`config.mk`:
```
export PLATFORM = sky130hd
export DESIGN_NAME = mem_arbiter
export DESIGN_NICKNAME = d
export VERILOG_FILES = /design/src/rtl/mem_arbiter.sv
export SDC_FILE = /design/constraint.sdc
export NUM_CORES = 1
export LEC_CHECK = 0
export BUFFER_PORTS_ARGS = -buffer_cell sky130_fd_sc_hd__buf_2
export CAP_MARGIN = 20
export CORE_MARGIN = 5
export CORE_UTILIZATION = 30
export CTS_BUF_LIST = sky130_fd_sc_hd__clkbuf_4 sky130_fd_sc_hd__clkbuf_8 sky130_fd_sc_hd__clkbuf_16
export DETAILED_ROUTE_END_ITERATION = 12
export PLACE_DENSITY_LB_ADDON = 0.3
export SYNTH_ARGS = -nofsm -noshare
export SYNTH_HDL_FRONTEND = slang
export SYNTH_SLANG_ARGS = --single-unit
```
`constraint.sdc`:
```
create_clock -name clk -period 3.7 [get_ports clk]
set_clock_uncertainty 0.05 [all_clocks]
set_input_delay 0.74 -clock clk [delete_from_list [all_inputs] [get_ports clk]]
set_output_delay 0.74 -clock clk [all_outputs]
set_load 0.005 [all_outputs]
```
`src/rtl/mem_arbiter.sv`:
```
// mem_arbiter: shares one single-ported memory between instruction fetch
// (read-only) and data access (read/write). Each access runs through the
// states IDLE -> ISSUE -> WAIT -> RESP.
// Define ARB_RR_EN to get round-robin tie breaking through a last-grant
// register. Without it, data always wins a tie.

module mem_arbiter #(
    parameter int unsigned MEM_LAT = 2,
    parameter int unsigned AW      = 16,
    parameter int unsigned DW      = 16
) (
    input  logic          clk,
    input  logic          rst,
    input  logic          if_req,
    input  logic [AW-1:0] if_addr,
    output logic          if_done,
    output logic [DW-1:0] if_rdata,
    output logic          if_stall,
    input  logic          d_req,
    input  logic          d_wr,
    input  logic [AW-1:0] d_addr,
    input  logic [DW-1:0] d_wdata,
    output logic          d_done,
    output logic [DW-1:0] d_rdata,
    output logic          d_stall,
    output logic          mem_en,
    output logic          mem_wr,
    output logic [AW-1:0] mem_addr,
    output logic [DW-1:0] mem_wdata,
    input  logic [DW-1:0] mem_rdata,
    output logic          err
);

    localparam int unsigned CW = 4;

    localparam logic OWN_FETCH = 1'b0;
    localparam logic OWN_DATA  = 1'b1;

    typedef enum logic [1:0] {
        S_IDLE  = 2'd0,
        S_ISSUE = 2'd1,
        S_WAIT  = 2'd2,
        S_RESP  = 2'd3
    } state_e;

    state_e          state_q, state_d;

    logic            accept;
    logic            grant_data;

    logic [CW-1:0]   cnt_q, cnt_d;
    logic            owner_q, owner_d;
    logic            wr_q, wr_d;
    logic [AW-1:0]   addr_q, addr_d;
    logic [DW-1:0]   wdata_q, wdata_d;
    logic [DW-1:0]   if_rdata_q, if_rdata_d;
    logic [DW-1:0]   d_rdata_q, d_rdata_d;
    logic            err_q, err_d;
    logic            mem_en_q, mem_en_d;
    logic            mem_wr_q, mem_wr_d;
    logic            if_done_q, if_done_d;
    logic            d_done_q, d_done_d;

`ifdef ARB_RR_EN
    logic            last_grant_q, last_grant_d;
`endif

    // State register
    always_ff @(posedge clk) begin
        if (!rst) begin
            state_q <= S_IDLE;
        end else begin
            state_q <= state_d;
        end
    end

    // Next-state logic and winner selection
    always_comb begin
        state_d    = state_q;
        accept     = 1'b0;
        grant_data = 1'b0;

`ifdef ARB_RR_EN
        // On a tie the requester not granted last time wins
        if (if_req && d_req) begin
            grant_data = (last_grant_q == OWN_FETCH);
        end else begin
            grant_data = d_req;
        end
`else
        grant_data = d_req;
`endif

        case (state_q)
            S_IDLE, S_RESP: begin
                if (if_req || d_req) begin
                    accept  = 1'b1;
                    state_d = S_ISSUE;
                end else begin
                    state_d = S_IDLE;
                end
            end
            S_ISSUE: begin
                state_d = S_WAIT;
            end
            S_WAIT: begin
                if (cnt_q == '0) begin
                    state_d = S_RESP;
                end
            end
            default: begin
                state_d = S_IDLE;
            end
        endcase
    end

    // Datapath, registered-output and protocol-check next values
    always_comb begin
        cnt_d      = cnt_q;
        owner_d    = owner_q;
        wr_d       = wr_q;
        addr_d     = addr_q;
        wdata_d    = wdata_q;
        if_rdata_d = if_rdata_q;
        d_rdata_d  = d_rdata_q;
        err_d      = err_q;
`ifdef ARB_RR_EN
        last_grant_d = last_grant_q;
`endif

        // Latch the winner's request at acceptance
        if (accept) begin
            owner_d = grant_data ? OWN_DATA : OWN_FETCH;
            addr_d  = grant_data ? d_addr : if_addr;
            wr_d    = grant_data & d_wr;
            if (grant_data) begin
                wdata_d = d_wdata;
            end
`ifdef ARB_RR_EN
            last_grant_d = grant_data ? OWN_DATA : OWN_FETCH;
`endif
        end

        case (state_q)
            S_ISSUE: begin
                cnt_d = CW'(MEM_LAT - 1);
            end
            S_WAIT: begin
                if (cnt_q == '0) begin
                    // Read data is valid this cycle; writes leave both regs alone
                    if (!wr_q) begin
                        if (owner_q == OWN_DATA) begin
                            d_rdata_d = mem_rdata;
                        end else begin
                            if_rdata_d = mem_rdata;
                        end
                    end
                end else begin
                    cnt_d = cnt_q - CW'(1);
                end
            end
            default: begin
            end
        endcase

        // Owner must hold its request (and, for data, its direction) until done
        if ((state_q == S_ISSUE) || (state_q == S_WAIT)) begin
            if (owner_q == OWN_DATA) begin
                if (!d_req || (d_wr != wr_q)) begin
                    err_d = 1'b1;
                end
            end else begin
                if (!if_req) begin
                    err_d = 1'b1;
                end
            end
        end

        mem_en_d  = (state_d == S_ISSUE);
        mem_wr_d  = (state_d == S_ISSUE) && wr_d;
        if_done_d = (state_q == S_WAIT) && (cnt_q == '0) && (owner_q == OWN_FETCH);
        d_done_d  = (state_q == S_WAIT) && (cnt_q == '0) && (owner_q == OWN_DATA);
    end

    // Datapath and output registers
    always_ff @(posedge clk) begin
        if (!rst) begin
            cnt_q      <= '0;
            owner_q    <= OWN_FETCH;
            wr_q       <= 1'b0;
            addr_q     <= '0;
            wdata_q    <= '0;
            if_rdata_q <= '0;
            d_rdata_q  <= '0;
            err_q      <= 1'b0;
            mem_en_q   <= 1'b0;
            mem_wr_q   <= 1'b0;
            if_done_q  <= 1'b0;
            d_done_q   <= 1'b0;
`ifdef ARB_RR_EN
            last_grant_q <= OWN_FETCH;
`endif
        end else begin
            cnt_q      <= cnt_d;
            owner_q    <= owner_d;
            wr_q       <= wr_d;
            addr_q     <= addr_d;
            wdata_q    <= wdata_d;
            if_rdata_q <= if_rdata_d;
            d_rdata_q  <= d_rdata_d;
            err_q      <= err_d;
            mem_en_q   <= mem_en_d;
            mem_wr_q   <= mem_wr_d;
            if_done_q  <= if_done_d;
            d_done_q   <= d_done_d;
`ifdef ARB_RR_EN
            last_grant_q <= last_grant_d;
`endif
        end
    end

    assign if_done   = if_done_q;
    assign if_rdata  = if_rdata_q;
    assign d_done    = d_done_q;
    assign d_rdata   = d_rdata_q;
    assign mem_en    = mem_en_q;
    assign mem_wr    = mem_wr_q;
    assign mem_addr  = addr_q;
    assign mem_wdata = wdata_q;
    assign err       = err_q;

    // Stalls follow the live request so the pipeline freezes in the request cycle
    assign if_stall  = if_req & ~if_done_q;
    assign d_stall   = d_req & ~d_done_q;

endmodule
```
==> key figures <==
Run status
  • Status: finished, final reports clean

Critical path
  • Launch point of the worst path: d_req
  • Reg2Reg Depth: 5
  • Worst Path Arrival: ~1500 ps
  • R2R Path Start: state_q[0]
  • Setup crit end: d_stall
  • R2r setup slk: between 1500 and 2000 ps
  • Startpoint types: input port
  • FF-to-FF End: mem_wdata[4]
  • Req. time, crit path: 2910 ps
  • CP Max Fanout: 22
  • Setup crit end kind: output pin
  • Crit Path Category: in2out

Synthesis
  • #FFs+latches synth: 77
  • Gate Count Post-Synth: roughly 330
  • Syn_nets: just under 400
  • Yosys warns: 0
  • Synth unique cells: 33
  • Cell area after synthesis: about 3100 sq um
  • Syn Area/Cell: 9.57 sq um
  • Register area share after synthesis: 49.5%

Floorplanning
  • Full die area: 12500 sq um
  • Die X: roughly 110 um
  • Die H: ~110 um
  • Row count: 37
  • Starting Density: a little under a third
  • Core region area: 10200 sq um
  • Ports: between 100 and 150

Drt
  • Post-Route WL: 7490 um
  • Vias: between 2000 and 3000
  • Via/cell ratio: between 4 and 5
  • WL/cell: between 10 and 15 um
  • DRT Pass-1 Iters: 4
  • Remaining DRCs: 0
  • Initial DRC count: 127
  • Final antenna-violating net count: 0

Clocking
  • Hold_buf cts: 0
  • CTS Buffer Depth: 2
  • Post-CTS Setup Bufs: 0
  • CTS Sinks: 77
  • CTS tree: yes
  • Post-CTS Resized: 0
  • H-tree depth: 3
  • CTS buffer count: 9
  • Clk Tree Root Cell: clkbuf_8
  • Skew-Pair Late Insertion Delay: 340 ps
  • Clk pin slew, worst setup/hold paths: around 70 ps

Timing
  • TNS Setup: 0 ps
  • Slew margin rel.: about 60%
  • Setup violators final: 0
  • Unrepaired setup endpoints after global routing: no
  • Fin crit share: just over 60%
  • Min Hold Slack: ~400 ps
  • Fmax: roughly 0.44 GHz
  • Max-slew violations: 0
  • Final hold violation count: 0
  • Actual slew at the worst max-slew pin: ~610 ps
  • Minimum clock period: approximately 2300 ps

Global route
  • Largest net degree at the start of global routing: 43
  • Grt ovf: 0
  • First-pass GRT wire length: 12100 um
  • Busiest grt layer: met2
  • Met2 Track Usage GR: a little under a fifth
  • Initial antenna violation count: 0
  • Grt met3 use: about 4.8%
  • Met1 Track Usage GR: approximately 15%
  • Gr usage total: between 10% and 20%
  • Number of global-route vias before repair: around 2600

Worst hold path
  • Hold path cells: 2
  • Worst hold path type: reg2reg

Pwr
  • Combinational power share: ~29%
  • P_int: between 1500 and 2000 uW
  • Switching pwr: around 780 uW
  • Peak VDD IR: 224 uV
  • Switching Share: 31.2%
  • Clock power frac: around 28%
  • Flop pwr share: about 43%
  • Leakage Power: 0.00228 uW
  • Pwr/cell area: around 600 nW/um^2

Flow run
  • Max Cap Viol: 0

Place
  • Placed Instances: just under 600
  • IO Port Bufs: around 140
  • RD Place Congestion: 0.744
  • Hpwl dp: around 5400 um

Final layout
  • Post-layout nets: ~530
  • ANT cells: 0
  • Final Non-Filler Cells: around 600
  • Layout Area Growth over Synthesis: 32.5%
  • Layout cells sized above 1: 34.9%
[power groups by stage]
stage,Clock [uW],Combinational (uW),Sequential [uW]
after floorplan,0,449,1110
after global placement,0,708,1090
after detailed placement,0,723,1100
after CTS,730,726,1080
after global routing,760,812,1100
final,692,713,1080
[area by class of cell]
cell class | instances | area, sq um
multi-input cells | 220 | 1420
clock buffers | 10 | 131
fillers | 1030 | 6110
clock inverters | 6 | 86.3
well taps | 136 | 170
repair buffers | 143 | 758
flip-flops and latches | 77 | 1540
inverters | 5 | 18.8
[worst max-delay path, cell delays in order]
cell,delay (ps)
buf_2,430
nor2b_1,190
buf_2,120
[placed cells by master (no fill, tap or decap), types with 5 or more instances in the layout]
cell        n
clkbuf_8    9
nand2_1   101
mux2i_1    48
o211a_1    16
nor2b_1     5
dfxtp_1    77
a21boi_0   17
inv_1       5
buf_2     139
[sequential cells by signal, summed over array words and instances (netlist names)]
signal	count
state_q	2
owner_q	1
d_done	1
cnt_q	4
mem_wdata	16
if_rdata	16
mem_en	1
err	1
if_done	1
wr_q	1
d_rdata	16
mem_wr	1
mem_addr	16
[worst min-delay path by stage]
stage	from	slack [ps]	endpoint
after floorplan	owner_q	390	if_done
after global placement	d_rdata[6]	390	d_rdata[6]
after detailed placement	d_rdata[9]	400	d_rdata[9]
after CTS	d_rdata[9]	410	d_rdata[9]
after global routing	d_rdata[6]	420	d_rdata[6]
final	d_rdata[9]	410	d_rdata[9]
[Yosys cell counts, drive strengths merged]
cell      n  area (sq um)
o22ai     1          6.26
nand3b    2          15.0
o221a     1          11.3
a41oi     1          8.76
clkbuf    9          33.8
buf      14           100
and2      3          18.8
a21oi     2          10.0
xnor2     1          8.76
dfxtp    77          1540
or3       1          6.26
ha        3          37.5
o211a    16           160
o21ai     3          15.0
o31ai     1          7.51
nand3     2          10.0
mux2i    48           480
nor2      3          11.3
nor2b     5          31.3
o21a      1          7.51
a21boi   17           128
a32o      1          10.0
inv       5          18.8
o32ai     1          8.76
and4bb    1          12.5
and3      2          12.5
a22oi     1          7.51
nand2   102           385
nor3b     1          7.51
[stage by stage]
step	total power [uW]	setup slack (ps)	instance area (sq um)	util, %
after floorplan	1550	1770	3110	-
after global placement	1800	1420	3880	37.9
after detailed placement	1820	1410	3880	37.9
after CTS	2530	1400	4100	40.0
after global routing	2670	1330	4120	40.3
final	2480	1430	4120	40.3
[layer usage]
metal	routed length (um)	share of wire, %
met2	3250	43
met3	732	9.8
met1	3410	46
met5	0	0
met4	91	1.2
[kinds of logic after synthesis]
group / count (synthesis) / share of synthesized area, %
simple gates: 122 / 16.4
mux: 48 / 15.4
fa+ha+maj: 3 / 1.21
xor+xnor: 1 / 0.282
compound gates: 46 / 12.2
flops: 77 / 49.5
buf+inv: 28 / 4.91
No activity file was read; power rests on OpenSTA's default activity.
